### config.mk
export PLATFORM = sky130hd
export DESIGN_NAME = layer_mac_sched
export DESIGN_NICKNAME = d
export VERILOG_FILES = /design/src/rtl/layer_mac_pkg.sv /design/src/rtl/layer_mac_sched_mac_unit.sv /design/src/rtl/layer_mac_sched.sv
export SDC_FILE = /design/constraint.sdc
export NUM_CORES = 2
export LEC_CHECK = 0
export ABC_CLOCK_PERIOD_IN_PS = 10800
export CORE_AREA = 2 2 323 325
export CTS_CLUSTER_DIAMETER = 150
export CTS_CLUSTER_SIZE = 14
export DETAILED_ROUTE_END_ITERATION = 8
export DIE_AREA = 0 0 325 327
export MAX_ROUTING_LAYER = met4
export SETUP_SLACK_MARGIN = 0.02
export SLEW_MARGIN = 5
export SYNTH_ARGS = -nofsm -noshare
export SYNTH_HDL_FRONTEND = slang
export SYNTH_SLANG_ARGS = --single-unit
### constraint.sdc
create_clock -name clk -period 10.8 [get_ports clk]
set_input_delay 2.16 -clock clk [delete_from_list [all_inputs] [get_ports clk]]
set_output_delay 2.16 -clock clk [all_outputs]
set_load 0.005 [all_outputs]
### src/rtl/layer_mac_pkg.sv
// Shared types and constants for the time-multiplexed fully-connected layer scheduler.
// Q8.16 activations/weights; the accumulator carries full-precision products.
package layer_mac_pkg;

  localparam int N_IN   = 30;
  localparam int N_OUT  = 15;
  localparam int W      = 24;
  localparam int FRAC   = 16;
  localparam int ACC_W  = 2 * W + 6;

  localparam int SEL_W  = $clog2(N_IN);
  localparam int I_W    = $clog2(N_IN + 1);
  localparam int ADDR_W = $clog2(N_OUT * (N_IN + 1));
  localparam int IDX_W  = $clog2(N_OUT);

  localparam logic [W-1:0] OUT_MAX = {1'b0, {(W-1){1'b1}}};
  localparam logic [W-1:0] OUT_MIN = {1'b1, {(W-1){1'b0}}};

  localparam logic signed [ACC_W-1:0] SAT_MAX = {{(ACC_W-W){1'b0}}, OUT_MAX};
  localparam logic signed [ACC_W-1:0] SAT_MIN = {{(ACC_W-W){1'b1}}, OUT_MIN};

  // Operand substituted for the activation on the bias term: 1.0 in Q8.16.
  localparam logic signed [W-1:0] BIAS_ONE = {{(W-FRAC-1){1'b0}}, 1'b1, {FRAC{1'b0}}};

  typedef enum logic [2:0] {
    S_IDLE,
    S_MAC,
    S_DRAIN,
    S_OUT,
    S_FIN
  } state_e;

  // Rescale the accumulator back to Q8.16 (floor) and clamp to the W-bit signed range.
  function automatic logic [W-1:0] sat_shift(input logic signed [ACC_W-1:0] acc);
    logic signed [ACC_W-1:0] sh;
    sh = acc >>> FRAC;
    if (sh > SAT_MAX)      return OUT_MAX;
    else if (sh < SAT_MIN) return OUT_MIN;
    return sh[W-1:0];
  endfunction

endpackage

### src/rtl/layer_mac_sched_mac_unit.sv
// Shared multiply-accumulate: registered activation operand, signed W x W product,
// sign-extended accumulate with synchronous clear (priority) and accumulate-enable.
module mac_unit
  import layer_mac_pkg::*;
(
  input  logic                    clk,
  input  logic                    reset,
  input  logic                    op_en,
  input  logic signed [W-1:0]     op_in,
  input  logic signed [W-1:0]     w_in,
  input  logic                    clr,
  input  logic                    acc_en,
  output logic signed [ACC_W-1:0] acc_next_o
);

  logic signed [W-1:0]     op_q, op_d;
  logic signed [ACC_W-1:0] acc_q, acc_d;
  logic signed [2*W-1:0]   prod;
  logic signed [ACC_W-1:0] sum;

  assign prod       = op_q * w_in;
  assign sum        = acc_q + {{(ACC_W-2*W){prod[2*W-1]}}, prod};
  assign acc_next_o = sum;

  // NOTE: every signal assigned in an always_comb gets a default first, so no path leaves it unassigned and no latch is inferred.
  always_comb begin
    op_d  = op_q;
    acc_d = acc_q;
    if (op_en) op_d = op_in;
    if (clr)         acc_d = '0;
    else if (acc_en) acc_d = sum;
  end

  // NOTE: sequential state uses non-blocking assignments only, so all flops update together at the edge.
  always_ff @(posedge clk or negedge reset) begin
    if (!reset) begin
      op_q  <= '0;
      acc_q <= '0;
    end else begin
      op_q  <= op_d;
      acc_q <= acc_d;
    end
  end

endmodule

### src/rtl/layer_mac_sched.sv
// Sequences one shared MAC over every node of a fully-connected layer.
// Build option: define LAYER_MAC_SCHED_RELU_EN to clamp negative results to zero.
module layer_mac_sched
  import layer_mac_pkg::*;
(
  input  logic                  clk,
  input  logic                  reset,
  input  logic                  start,
  output logic                  busy,
  output logic                  done,
  output logic [SEL_W-1:0]      in_sel,
  input  logic signed [W-1:0]   in_data,
  output logic [ADDR_W-1:0]     w_addr,
  input  logic signed [W-1:0]   w_data,
  output logic                  out_valid,
  input  logic                  out_ready,
  output logic [IDX_W-1:0]      out_idx,
  output logic [W-1:0]          out_data
);

  localparam logic [I_W-1:0]   LAST_I    = I_W'(N_IN);
  localparam logic [IDX_W-1:0] LAST_NODE = IDX_W'(N_OUT - 1);

  state_e             state_q, state_d;
  logic [IDX_W-1:0]   node_q, node_d;
  logic [I_W-1:0]     i_q, i_d;
  logic               busy_q, busy_d;
  logic               done_q, done_d;
  logic               out_valid_q, out_valid_d;
  logic [SEL_W-1:0]   in_sel_q, in_sel_d;
  logic [ADDR_W-1:0]  w_addr_q, w_addr_d;
  logic [IDX_W-1:0]   out_idx_q, out_idx_d;
  logic [W-1:0]       out_data_q, out_data_d;

  logic                    op_en, acc_clr, acc_en;
  logic signed [W-1:0]     op_in;
  logic signed [ACC_W-1:0] acc_next;
  logic [W-1:0]            result;

  assign op_in = (i_q == LAST_I) ? BIAS_ONE : in_data;

  mac_unit u_mac (
    .clk        (clk),
    .reset      (reset),
    .op_en      (op_en),
    .op_in      (op_in),
    .w_in       (w_data),
    .clr        (acc_clr),
    .acc_en     (acc_en),
    .acc_next_o (acc_next)
  );

  always_comb begin
    result = sat_shift(acc_next);
`ifdef LAYER_MAC_SCHED_RELU_EN
    if (result[W-1]) result = '0;
`endif
  end

  always_comb begin
    state_d     = state_q;
    node_d      = node_q;
    i_d         = i_q;
    busy_d      = busy_q;
    done_d      = 1'b0;
    out_valid_d = out_valid_q;
    in_sel_d    = in_sel_q;
    w_addr_d    = w_addr_q;
    out_idx_d   = out_idx_q;
    out_data_d  = out_data_q;
    op_en       = 1'b0;
    acc_clr     = 1'b0;
    acc_en      = 1'b0;

    unique case (state_q)
      S_IDLE: begin
        if (start) begin
          state_d  = S_MAC;
          node_d   = '0;
          i_d      = '0;
          busy_d   = 1'b1;
          in_sel_d = '0;
          w_addr_d = '0;
          acc_clr  = 1'b1;
        end
      end
      S_MAC: begin
        // Products lag issue by one cycle, so the i=0 cycle has nothing to add yet.
        op_en  = 1'b1;
        acc_en = (i_q != '0);
        if (i_q == LAST_I) begin
          state_d = S_DRAIN;
        end else begin
          i_d      = i_q + 1'b1;
          w_addr_d = w_addr_q + 1'b1;
          in_sel_d = (i_q + 1'b1 == LAST_I) ? '0 : SEL_W'(i_q + 1'b1);
        end
      end
      S_DRAIN: begin
        acc_en      = 1'b1;
        state_d     = S_OUT;
        out_valid_d = 1'b1;
        out_idx_d   = node_q;
        out_data_d  = result;
      end
      S_OUT: begin
        if (out_ready) begin
          out_valid_d = 1'b0;
          if (node_q == LAST_NODE) begin
            state_d = S_FIN;
            busy_d  = 1'b0;
            done_d  = 1'b1;
          end else begin
            state_d  = S_MAC;
            node_d   = node_q + 1'b1;
            i_d      = '0;
            in_sel_d = '0;
            w_addr_d = w_addr_q + 1'b1;
            acc_clr  = 1'b1;
          end
        end
      end
      S_FIN: begin
        state_d = S_IDLE;
      end
      default: begin
        state_d = S_IDLE;
      end
    endcase
  end

  always_ff @(posedge clk or negedge reset) begin
    if (!reset) begin
      state_q     <= S_IDLE;
      node_q      <= '0;
      i_q         <= '0;
      busy_q      <= 1'b0;
      done_q      <= 1'b0;
      out_valid_q <= 1'b0;
      in_sel_q    <= '0;
      w_addr_q    <= '0;
      out_idx_q   <= '0;
      out_data_q  <= '0;
    end else begin
      state_q     <= state_d;
      node_q      <= node_d;
      i_q         <= i_d;
      busy_q      <= busy_d;
      done_q      <= done_d;
      out_valid_q <= out_valid_d;
      in_sel_q    <= in_sel_d;
      w_addr_q    <= w_addr_d;
      out_idx_q   <= out_idx_d;
      out_data_q  <= out_data_d;
    end
  end

  assign busy      = busy_q;
  assign done      = done_q;
  assign out_valid = out_valid_q;
  assign in_sel    = in_sel_q;
  assign w_addr    = w_addr_q;
  assign out_idx   = out_idx_q;
  assign out_data  = out_data_q;

endmodule

==> impl_metrics.toml <==
[finish]
drive_above_1_share_pct = 20.8
final_util_pct = 36.4
finalInstanceArea_um2 = 37400
stdcell_count = 5029
area_growth_pct = 26.4
layout.nets = 4491
mostFrequentLayoutCells = "599 x inv_1, 589 x fa_1, 460 x buf_4"
mostFrequentLayoutCell = "inv_1"
n_fill_cell = 10428

[critical_path]
rrSetupSlack_ps = 580
cp_slowest_cell = "fa_1"
cp.required_ps = 11140
timing.critical_path.max_delay_family = "adder cells"
cp.arrival_ps = 11550
path_max_fanout = 6
crit_top_cell = "fa_1"
cp-start-kind = "input port"
end_kind = "flop"
worst-path-buf-inv = 8
path_class = "in2reg"
slowest_delay_ps = 540

[logic_synthesis]
synth-seq-cells = 134
synth-xor-area-share_pct = 3.50
synth_fa_ha_area_share_pct = 49.3
synthTopCellsByArea = "fa_1 41%, dfrtp_1 11%, ha_1 8.3%, inv_1 7.8%, and2_1 5.8%"
synth_top_area_cell = "fa_1"
seq_area_frac_synth_pct = 11.3
synth_compound_area_share_pct = 10.6
synth_cell_types = 93
syn_area_um2 = 29600
muxShareOfSynthArea_pct = 0.329
yosysWarnings = 0
synthesis.instances = 3142
synthArstFlopShare_pct = 100
synth_simple_gate_area_share_pct = 15.0
yosysTopAreaCellShare_pct = 41.1
syn_nets = 3998
synth_ff_type = "dfrtp_1"
synth_edf_count = 0
synth_top_family_by_area = "adder cells"
avgSynthCellArea_um2 = 9.43

[clock_network]
clockBufferDepth = 2
clkSinkCount = 134
cts_buffers = 17
clk_latency_ps = 460
htree_levels = 4
cts_tree = "built"
cts-root-buf = "clkbuf_16"
cts_hold_buf = 0
clkTransAtPathRegs_ps = 70

[hold_path]
hp-class = "reg2reg"

[status]
violations = "negative setup slack"
outcome = "finished, violations left"

[sta]
finalClockSkew_ps = 23.3
hold_viol = 0
setup_viol = 23
fin_crit_sh_pct = 104
worstMarginPinSlew_ps = 1170
slew_headroom_pct = 22.0
finalCriticalPeriod_ps = 11220
layout_setup_ws_ps = -418
fmax_mhz = 89.1
rsz0062_at_grt = "true"
slew_viol_final = 0

[placement]
io_buffers = 96
place_ws_ps = -1400
placed_area_um2 = 35500
gp_congestion = 0.887
hpwlAfterDp_um = 67500
placed_cells_incl_taps = 4939

[die]
die-area_um2 = 106000
start_util_pct = 28.8
pin_count = 97
die_w_um = 325
num_rows = 118
die_y_um = 327
core_area_um2 = 103000

[detailed_routing]
first_pass_iters = 5
wire_per_inst_um = 16.6
wl_um = 83200
drt_drc_violations_left = 0
vias = 23400
viasPerCell = 4.65
final_antenna_net_count = 0
drt_iter0_drc = 1341

[global_route]
grt.total_usage_pct = 16.7
grt_pass1_vias = 24829
grt-ovfl-total = 0
antenna_found_initial = 4
grt_pass1_wl_um = 138000
grt_max_degree = 78

[flow_run]
maxCapViolations = 0
==> cells in the mapped netlist, types with 11 or more instances <==
cell type,count
inv_1,617
fa_1,608
nand2_1,401
and2_1,274
ha_1,196
dfrtp_1,134
clkbuf_1,121
nor2_1,91
a21oi_1,85
o21ai_0,73
xnor2_1,64
a22o_1,60
a21o_1,46
xor2_1,43
a221o_1,23
and3_1,23
nand2b_1,20
nand4_1,20
nand3_1,19
nor3_1,17
o21a_1,16
o211ai_1,11
==> timing repair <==
item / in CTS / in global routing
pin swaps: 83 / 47
endpoints found under the hold margin: 0 / 0
gates resized for setup: 158 / 87
setup buffers: 30 / 14
gates cloned: 13 / 1
endpoints found under the setup margin: 30 / 30
==> final timing paths <==
check	startpoint	to	cells past startpoint
max reg2reg	u_mac.op_q[12]	out_data[6]	39
min	u_mac.acc_q[10]	u_mac.acc_q[10]	2
min in group asynchronous	reset	in_sel[3]	1
max	w_data[0]	out_data[6]	42
max in group asynchronous	reset	u_mac.acc_q[47]	2
min reg2reg	u_mac.acc_q[10]	u_mac.acc_q[10]	2
==> layer usage <==
metal	part of all wire, %	vias up	GRT usage, %
li1	-	10727	-
met1	46	12086	23.4
met2	47	502	26.5
met3	5.3	85	2.34
met4	1.2	0	2.08
met5	0	-	-
==> sequential cells by signal (all words and copies together) (netlist names) <==
register	count
busy	1
done	1
i_q	5
in_sel	4
node_q	4
out_data	24
out_idx	4
out_valid	1
state_q	3
u_mac.acc_q	54
u_mac.op_q	24
w_addr	9
==> worst register-to-register path, delay by kind of cell (launching register included) <==
family / cells / cell delay (ps)
buffers and inverters: 5 / 660
AO/OA/AOI/OAI: 18 / 3500
adder cells (fa/ha/maj): 9 / 4190
flip-flops: 1 / 710
XOR/XNOR: 2 / 250
AND/OR/NAND/NOR: 5 / 800
==> cell type report <==
cell class / instances / area [um^2] / area share [%]
multi-input cells: 2256 / 24000 / 64.2
repair buffers: 608 / 5390 / 14.4
flip-flops and latches: 134 / 3350 / 8.95
inverters: 618 / 2320 / 6.21
well taps: 1380 / 1730 / 4.61
clock buffers: 18 / 439 / 1.17
clock inverters: 14 / 180 / 0.481
diodes: 1 / 2.50 / 0.00668
==> per-stage QoR <==
stage,setup TNS [ps],hold WS [ps]
5_1_grt,-18870,508
3_3_place_gp,-36730,460
6_report,-8950,485
3_5_place_dp,-39040,468
2_1_floorplan,-4600,456
4_1_cts,-8670,492
==> kinds of logic after synthesis <==
| family | Yosys count |
|---|---|
| AOI/OAI and AO/OA | 423 |
| xor gates and xnor gates | 112 |
| adders and majority gates | 804 |
| buffers and inverters | 756 |
| DFF | 134 |
| muxes | 9 |
| and+or+nand+nor | 904 |
Power is not shown: default switching activity piles up to over one toggle a cycle in this logic, so the estimate is an artifact.
